<file path="src/rtl/trigger_ctrl_pkg.sv">
// Shared types for the multi-channel trigger controller: one-hot FSM states
// and combine-mode constants.
package trigger_ctrl_pkg;

  typedef enum logic [5:0] {
    OFF      = 6'b000001,
    ARMED    = 6'b000010,
    FIRED    = 6'b000100,
    HOLDOFF  = 6'b001000,
    CLEAR    = 6'b010000,
    WAIT_RST = 6'b100000
  } trig_state_t;

  localparam logic MODE_OR  = 1'b0;
  localparam logic MODE_AND = 1'b1;

endpackage

</file>
<file path="src/rtl/trigger_control_mc_sync_edge_detect.sv">
// Multi-flop synchroniser for one asynchronous bit, with a registered
// previous copy of the synchronised level for rising-edge detection.
module sync_edge_detect #(
  parameter int unsigned STAGES = 2
) (
  input  logic clk,
  input  logic module_reset_n,
  input  logic async_in,
  output logic level,
  output logic rise
);

  logic [STAGES-1:0] chain;
  logic              prev;

  always_ff @(posedge clk or negedge module_reset_n) begin
    if (!module_reset_n) begin
      chain <= '0;
      prev  <= 1'b0;
    end else begin
      chain <= {chain[STAGES-2:0], async_in};
      prev  <= chain[STAGES-1];
    end
  end

  assign level = chain[STAGES-1];
  assign rise  = level & ~prev;

endmodule

</file>
<file path="src/rtl/trigger_control_mc.sv">
// Multi-channel trigger controller: synchronise, qualify, fire, holdoff, clear.
// Optional free-running timestamp latch enabled by `define TRIG_TIMESTAMP_EN.
module trigger_control_mc
  import trigger_ctrl_pkg::*;
#(
  parameter int unsigned N_CH        = 4,
  parameter int unsigned SYNC_STAGES = 3,
  parameter int unsigned HOLDOFF_W   = 8,
  parameter int unsigned CLR_TIMEOUT = 16,
  parameter int unsigned CNT_W       = 16
) (
  input  logic                 clk,
  input  logic                 module_reset_n,
  input  logic [N_CH-1:0]      trig_in,
  input  logic [N_CH-1:0]      ch_enable,
  input  logic                 mode,
  input  logic [HOLDOFF_W-1:0] holdoff_cycles,
  input  logic                 armed,
  input  logic                 auto_rearm,
  input  logic                 manual_rearm,
  input  logic                 manual_trigger,
  output logic                 triggered_out,
  output logic [N_CH-1:0]      trig_source,
  output logic [N_CH-1:0]      comp_reset,
  output logic                 busy,
  output logic                 clear_fault,
  output logic [CNT_W-1:0]     trig_count,
  output logic [CNT_W-1:0]     trig_timestamp
);

  localparam int unsigned CLR_W = $clog2(CLR_TIMEOUT + 1);

  logic [N_CH-1:0] level, rise;
  logic [3:0]      ctl_async, ctl_level, ctl_rise;
  logic            armed_s, auto_s, mrearm_rise, mtrig_rise;
  logic            unused_ctl;

  for (genvar i = 0; i < N_CH; i++) begin : g_trig_sync
    sync_edge_detect #(.STAGES(SYNC_STAGES)) u_sync (
      .clk(clk), .module_reset_n(module_reset_n), .async_in(trig_in[i]),
      .level(level[i]), .rise(rise[i])
    );
  end

  assign ctl_async = {manual_trigger, manual_rearm, auto_rearm, armed};
  for (genvar j = 0; j < 4; j++) begin : g_ctl_sync
    sync_edge_detect #(.STAGES(2)) u_sync (
      .clk(clk), .module_reset_n(module_reset_n), .async_in(ctl_async[j]),
      .level(ctl_level[j]), .rise(ctl_rise[j])
    );
  end

  assign armed_s     = ctl_level[0];
  assign auto_s      = ctl_level[1];
  assign mrearm_rise = ctl_rise[2];
  assign mtrig_rise  = ctl_rise[3];
  assign unused_ctl  = ^{ctl_level[3:2], ctl_rise[1:0]};

  trig_state_t          state, state_nx;
  logic [HOLDOFF_W-1:0] hold_cnt, hold_cnt_nx;
  logic [CLR_W-1:0]     clr_cnt, clr_cnt_nx;
  logic [N_CH-1:0]      en_lvl, en_rise, src_nx;
  logic                 cond, pulse, fault_nx;

  assign en_lvl  = ch_enable & level;
  assign en_rise = ch_enable & rise;

  // AND mode: every enabled channel is high and at least one of them just rose.
  always_comb begin
    if (mode == MODE_AND)
      cond = (ch_enable != '0) && (en_lvl == ch_enable) && (en_rise != '0);
    else
      cond = (en_rise != '0);
  end

  always_comb begin
    state_nx    = state;
    hold_cnt_nx = hold_cnt;
    clr_cnt_nx  = clr_cnt;
    fault_nx    = clear_fault;
    src_nx      = trig_source;
    pulse       = mtrig_rise;
    unique case (state)
      OFF: begin
        if (armed_s && (en_lvl == '0)) state_nx = ARMED;
      end
      ARMED: begin
        if (cond || mtrig_rise) begin
          state_nx = FIRED;
          pulse    = 1'b1;
          src_nx   = cond ? en_rise : '0;
        end else if (!armed_s) begin
          state_nx = OFF;
        end
      end
      FIRED: begin
        state_nx    = HOLDOFF;
        hold_cnt_nx = holdoff_cycles;
      end
      HOLDOFF: begin
        if (hold_cnt == '0) begin
          state_nx   = CLEAR;
          clr_cnt_nx = '0;
        end else begin
          hold_cnt_nx = hold_cnt - 1'b1;
        end
      end
      CLEAR: begin
        if (en_lvl == '0) begin
          state_nx = auto_s ? OFF : WAIT_RST;
        end else if (clr_cnt == CLR_W'(CLR_TIMEOUT - 1)) begin
          state_nx = WAIT_RST;
          fault_nx = 1'b1;
        end else begin
          clr_cnt_nx = clr_cnt + 1'b1;
        end
      end
      WAIT_RST: begin
        if (mrearm_rise) begin
          state_nx = OFF;
          fault_nx = 1'b0;
        end else if (!armed_s) begin
          state_nx = OFF;
        end
      end
      default: state_nx = OFF;
    endcase
  end

  always_ff @(posedge clk or negedge module_reset_n) begin
    if (!module_reset_n) begin
      state         <= OFF;
      hold_cnt      <= '0;
      clr_cnt       <= '0;
      triggered_out <= 1'b0;
      trig_source   <= '0;
      clear_fault   <= 1'b0;
      trig_count    <= '0;
    end else begin
      state         <= state_nx;
      hold_cnt      <= hold_cnt_nx;
      clr_cnt       <= clr_cnt_nx;
      triggered_out <= pulse;
      trig_source   <= src_nx;
      clear_fault   <= fault_nx;
      if (pulse && (trig_count != '1)) trig_count <= trig_count + 1'b1;
    end
  end

  assign comp_reset = (state == CLEAR) ? en_lvl : '0;
  assign busy       = (state == FIRED) || (state == HOLDOFF) ||
                      (state == CLEAR) || (state == WAIT_RST);

`ifdef TRIG_TIMESTAMP_EN
  logic [CNT_W-1:0] free_cnt;

  always_ff @(posedge clk or negedge module_reset_n) begin
    if (!module_reset_n) begin
      free_cnt       <= '0;
      trig_timestamp <= '0;
    end else begin
      free_cnt <= free_cnt + 1'b1;
      if (pulse) trig_timestamp <= free_cnt;
    end
  end
`else
  assign trig_timestamp = '0;
`endif

endmodule
</file>
<file path="config.mk">
export PLATFORM = sky130hd
export DESIGN_NAME = trigger_control_mc
export DESIGN_NICKNAME = d
export VERILOG_FILES = /design/src/rtl/trigger_ctrl_pkg.sv /design/src/rtl/trigger_control_mc_sync_edge_detect.sv /design/src/rtl/trigger_control_mc.sv
export SDC_FILE = /design/constraint.sdc
export NUM_CORES = 1
export LEC_CHECK = 0
export ABC_AREA = 1
export CAP_MARGIN = 10
export CORE_MARGIN = 2
export CORE_UTILIZATION = 35
export DETAILED_ROUTE_END_ITERATION = 7
export GPL_TIMING_DRIVEN = 0
export SLEW_MARGIN = 25
export SYNTH_ARGS = -nofsm -noshare
export SYNTH_HDL_FRONTEND = slang
export SYNTH_SLANG_ARGS = --single-unit
</file>
<file path="constraint.sdc">
create_clock -name clk -period 4.59 [get_ports clk]
set_input_delay 0.918 -clock clk [delete_from_list [all_inputs] [get_ports clk]]
set_output_delay 0.918 -clock clk [all_outputs]
set_load 0.01 [all_outputs]
</file>
==> impl_metrics.toml, run 1 <==
[status]
status = "complete, no violations"

[power]
power_density_nw_per_um2 = 392.5
p_leak_nw = 2.045
ir_drop_uv = 222.4

[floorplan]
initial_utilization_pct = 36.19
die_w_um = 101.8
num_io_pins = 66
die_area_sq_um = 10350
die_h_um = 101.8
core_area_sq_um = 9240
row_count = 35

[setup_path]
critPathLaunchType = "input pin"
crit-reg2reg-launch = "trig_count[0]"
r2r_setup_slack_ns = 2.77
r2r_cells = 9
crit_fanout = 4
endpoint_kind = "output pin"
worst_r2r_endpoint = "trig_count[14]"
path_class = "input pin to output pin"
worstPathRequired_ns = 3.67
cp.arrival_ns = 2.21
startpoint = "ch_enable[3]"

[clocking]
cts_buffers = 9
postCtsSetupBuffers = 0
cts_max_level = 3
clk_pin_slew_worst_paths_ns = 0.08
cts_sinks = 67
cts_tree = "built"
cts_resized = 0
cts_root_buf = "clkbuf_8"
cts_buffer_depth = 2
clock_latency_ns = 0.34
hold_buffers = 0

[global_routing]
grt.overflow.total = 0
antenna_found_initial = 0
grt_pass1_wl_um = 12010
grt_usage_pct = 14.67
grt_pass1_vias = 2606
grt_start_max_net_pins = 44

[route]
drt_wl_total_um = 6940
final_antenna_net_count = 0
drc = 0
drt_iter0_drc = 110
drt-pass1-iter-count = 4
vias = 2728
viasPerCell = 4.494
wl_per_cell_um = 11.43

[cells_and_area]
antenna_cells = 0
post-route-util_pct = 46.55
fill_cells = 916
final_nets = 501
area_delta_synth_final_pct = 28.62
final_cell_area_sq_um = 4302
drive_gt1_share_pct = 12.76
instances_no_fill = 607

[sta]
fin_crit_sh_pct = 68.04
slew_violations = 0
finalClockSkew_ns = 0.01221
hold_violations = 0
rsz0062_at_grt = "no"
setup_ws_ns = 1.467
tns_ns = 0
setup_viol = 0
finalCriticalPeriod_ns = 3.123
clock.fmax_mhz = 320.2

[worst_hold_path]
hp-class = "register to register"
worstHoldStart = "g_ctl_sync[1].u_sync.chain[0]"
hold_end = "g_ctl_sync[1].u_sync.chain[1]"
min_path_cells = 0

[synthesis]
synth_area_sq_um = 3344
synth_flop_cell = "dfrtp_1"
synthCells = 397
synthTopCellsByCount = "108 x nand2_1, 66 x dfrtp_1, 39 x inv_1"
ys_types = 32
avgSynthCellArea_sq_um = 8.424
synth.top_cell.area_share_pct = 49.38
synth.most_common_cell = "nand2_1"
ys_ff_latch = 67
async_reset_ff_share_pct = 100.0
ys_seq_area_share_pct = 50.17
synthTopCellsByArea = "dfrtp_1 49%, nand2_1 12%, nand3_1 5.5%"
yosys_warnings = 0
synth-edff-count = 0
synth_area_leader_cell = "dfrtp_1"

[placement]
place_ws_ns = 1.465
portBuffers = 49
placed_area_sq_um = 4078
placed_cells = 591
hpwlAfterDp_um = 5063
place.gp.congestion = 0.8685

[flow_run]
drv_cap = 0
[layer usage]
metal	wire length [um]	part of all wire, %	vias up	track usage (%)
li1	-	-	1386	-
met1	3233	47	1276	19.65
met2	3361	48	59	23.63
met3	258	3.7	7	3.382
met4	87	1.3	0	4.678
met5	0	0	-	0
[power breakdown]
part | switching, W | leakage [nW] | internal, W
Combinational | 0.000208 | 1.09 | 0.000176
Sequential | 0.0000723 | 0.838 | 0.000682
Clock | 0.000241 | 0.114 | 0.000309
[worst max-delay path, stage by stage]
cell	delay, ns
clkdlybuf4s50_1	0.52
nand2_1	0.09
nor2_1	0.11
clkdlybuf4s50_1	0.56
[layout by cell type (no fill, tap or decap)]
master	count
nand2_1	108
dfrtp_1	66
clkdlybuf4s50_1	48
inv_1	39
nand3_1	37
nor2_1	35
o21ai_0	21
buf_4	18
conb_1	16
xor2_1	11
nand4_1	9
clkbuf_8	9
xnor2_1	5
ha_1	5
nand3_2	4
or2_2	4
nor3_1	4
o211ai_1	4
nor2_2	3
buf_2	3
a21oi_1	3
clkinv_4	3
inv_2	2
nand2_4	2
nor2_4	2
nand2_2	2
o21ai_1	2
bufinv_16	2
or2_1	1
clkbuf_1	1
nor3_2	1
nand3_4	1
buf_6	1
a21boi_0	1
a21o_1	1
inv_6	1
clkinv_2	1
buf_16	1
dfstp_2	1
[stage by stage]
step,power [W],hold WS (ns)
2_1_floorplan,0.0009877,0.3312
3_3_place_gp,0.001138,0.3313
3_5_place_dp,0.001150,0.3347
4_1_cts,0.001716,0.3515
5_1_grt,0.001809,0.3556
6_report,0.001688,0.3469
[kinds of logic (layout without fill, tap and decap cells)]
family	count (synthesis)	after routing	share of synthesized area, %
other	1	16	0.1121
adder cells (fa/ha/maj)	5	5	1.871
AND/OR/NAND/NOR	213	213	29.11
XOR/XNOR	16	16	4.190
buffers and inverters	63	129	9.315
flip-flops	67	67	50.17
AO/OA/AOI/OAI	32	32	5.238
[cell type report]
cell class	count	area [sq um]	area share, %
buffer	22	157.7	3.665
clock buffer	9	123.9	2.880
inverter	41	153.9	3.578
timing repair buffer	50	515.5	11.98
multi-input combinational	282	1411	32.81
sequential	67	1678	39.01
clock inverter	7	100.1	2.327
tap	129	161.4	3.752
[registers in the layout, summed over array words and instances (netlist names)]
name	count
g_trig_sync.u_sync.chain	12
trig_source	4
clr_cnt	5
triggered_out	1
clear_fault	1
trig_count	16
g_ctl_sync.u_sync.chain	8
state	6
hold_cnt	8
g_ctl_sync.u_sync.prev	2
g_trig_sync.u_sync.prev	4
[worst max path at each step]
stage	end	slack (ns)	depth (start not counted)
2_1_floorplan	busy	2.49	6
3_3_place_gp	clr_cnt[0]	0.26	1
3_5_place_dp	comp_reset[0]	1.47	4
4_1_cts	busy	1.45	7
5_1_grt	busy	1.32	7
6_report	comp_reset[3]	1.47	4
No activity file was read; power rests on OpenSTA's default activity.
==> run 2: changes to the inputs <==
==> constraint.sdc (replaced) <==
create_clock -name clk -period 2.65 [get_ports clk]
set_input_delay 0.53 -clock clk [delete_from_list [all_inputs] [get_ports clk]]
set_output_delay 0.53 -clock clk [all_outputs]
set_load 0.01 [all_outputs]
==> run 2 against run 1 <==
Worst hold slack got worse by 0.25 ns. Die area is the same. Largest power group unchanged. Count of clock-buffer cells in the layout did not move. Critical endpoint is now busy. Clock skew barely moved. Sequential power increased by 74%. Clock power increased by 73%. Combinational power up 75%. First-iteration DRC count is 4.5% higher. Via count hardly changed. Register-to-register slack worse by 2.0 ns. Critical path depth is 4 higher. Total power rose by 74%.
==> impl_metrics.toml, run 2 (synthesis gave the netlist of run 1 again) <==
[cells_and_area]
largest_register_ffs = 16
top_regs = "trig_count x16, g_trig_sync.u_sync.chain x12"
final_cell_area_sq_um = 4318
antenna_cells = 0
drive_gt1_share_pct = 13.21
final_nets = 500
final_cell_mix = "108 x nand2_1, 66 x dfrtp_1, 48 x clkdlybuf4s50_1"
top_register = "trig_count"
area_delta_synth_final_pct = 29.11
final_common_cell = "nand2_1"

[placement]
place_ws_ns = 0.2864
place.gp.congestion = 0.8685
hpwlAfterDp_um = 5063
portBuffers = 49
placed_area_sq_um = 4078

[sta]
finalCriticalPeriod_ns = 2.527
slew_violations = 0
holdWs_ns = 0.09471
clock.fmax_mhz = 395.7
fin_crit_sh_pct = 95.37
setup_ws_ns = 0.1228
tns_ns = 0
hold_violations = 0
finalClockSkew_ns = 0.01233
setup_viol = 0

[route]
drt-pass1-iter-count = 6
drt_iter0_drc = 115
vias = 2730
final_antenna_net_count = 0
viasPerCell = 4.505
drt_wl_total_um = 6920
wl_per_cell_um = 11.42
drc = 0

[power]
clkPwrFrac_pct = 32.4
p_comb_share_pct = 22.9
internal-power_w = 0.002028
switching_share_pct = 31.01
switching_power_w = 0.0009114
power_density_nw_per_um2 = 680.7
pwr-share-seq_pct = 44.7
ir_drop_uv = 385.2
power_w = 0.002939
p_leak_nw = 2.045

[setup_path]
crit-reg2reg-launch = "trig_count[0]"
worstPathRequired_ns = 2.12
startpoint = "state[2]"
crit_fanout = 9
endpoint_kind = "output pin"
crit_chain = "nor2_1 -> nand2_1 -> inv_2 -> nand3_2 -> nand2_1 -> nor2_1 -> inv_1 -> clkdlybuf4s50_1"
cp.arrival_ns = 2.00
critPathLaunchType = "register"
path_class = "register to output pin"
crit_slowest_cell = "clkdlybuf4s50_1"
cp_slowest_stage_delay_ns = 0.52

[clocking]
cts_root_buf = "clkbuf_8"
cts_buffer_depth = 2
cts_sinks = 67
cts_buffers = 9
clk_pin_slew_worst_paths_ns = 0.08
cts_tree = "built"
cts_max_level = 3
clock_latency_ns = 0.34
postCtsSetupBuffers = 0

[worst_hold_path]
hp-class = "input pin to asynchronous set/reset pin"

[global_routing]
grt_usage_pct = 14.70
grt_start_max_net_pins = 44
grt.overflow.total = 0
antenna_found_initial = 0
grt_pass1_vias = 2602
grt_pass1_wl_um = 12020

[status]
status = "complete, no violations"

[floorplan]
row_count = 35
initial_utilization_pct = 36.19
die_area_sq_um = 10350
num_io_pins = 66
die_h_um = 101.8
die_w_um = 101.8
core_area_sq_um = 9240

[flow_run]
drv_cap = 0
-- run 2: cell count changes in the layout (fill, tap and decap cells not counted), sizes merged --
cell	change
clkbuf	-1
-- run 2: path summary, 6_finish.rpt --
check,end,slack (ns),depth (start not counted)
max,busy,0.12,8
min,g_ctl_sync[2].u_sync.chain[0],0.09,1
max reg2reg,trig_count[14],0.82,9
min reg2reg,g_ctl_sync[1].u_sync.chain[1],0.35,0
max in group asynchronous,g_ctl_sync[3].u_sync.chain[1],2.04,2
min in group clk,g_ctl_sync[1].u_sync.chain[1],0.35,0
-- run 2: worst max-delay path: cells and delay by family (launching register included) --
| family | cells | cell delay [ns] |
|---|---|---|
| buf+inv | 3 | 0.63 |
| simple gates | 5 | 0.62 |
| flops | 1 | 0.39 |
-- run 2: power groups by stage --
stage,clock network [W],registers (W),logic [W]
after floorplan,0,0.00132,0.000386
after global placement,0,0.00132,0.000649
after detailed placement,0,0.00133,0.000666
after CTS,0.000993,0.00131,0.000673
after global routing,0.00104,0.00134,0.000776
final,0.000953,0.00131,0.000672
-- run 2: repair_timing --
action | CTS | global route
gates resized for setup | 1 | 3
hold buffers | 0 | 0
endpoints found under the setup margin | 1 | 1
-- run 2: through the flow --
stage,instances,utilization [%]
3_5_place_dp,591,44.13
4_1_cts,606,46.57
3_3_place_gp,590,43.86
2_1_floorplan,412,-
6_report,606,46.73
5_1_grt,606,46.73
-- run 2: cell type report --
cell class / count / area [sq um]
inverters: 41 / 153.9
plain buffers: 21 / 153.9
well taps: 129 / 161.4
repair buffers: 50 / 515.5
fillers: 914 / 4922
clock inverters: 7 / 100.1
multi-input cells: 282 / 1431
clock buffers: 9 / 123.9
flip-flops and latches: 67 / 1678
-- run 2: layer usage --
metal	GRT usage [%]	part of all wire, %	vias to the layer above
met5	0	0	-
li1	-	-	1386
met1	19.82	47	1272
met2	23.53	48	64
met3	3.382	3.9	8
met4	4.678	1.2	0
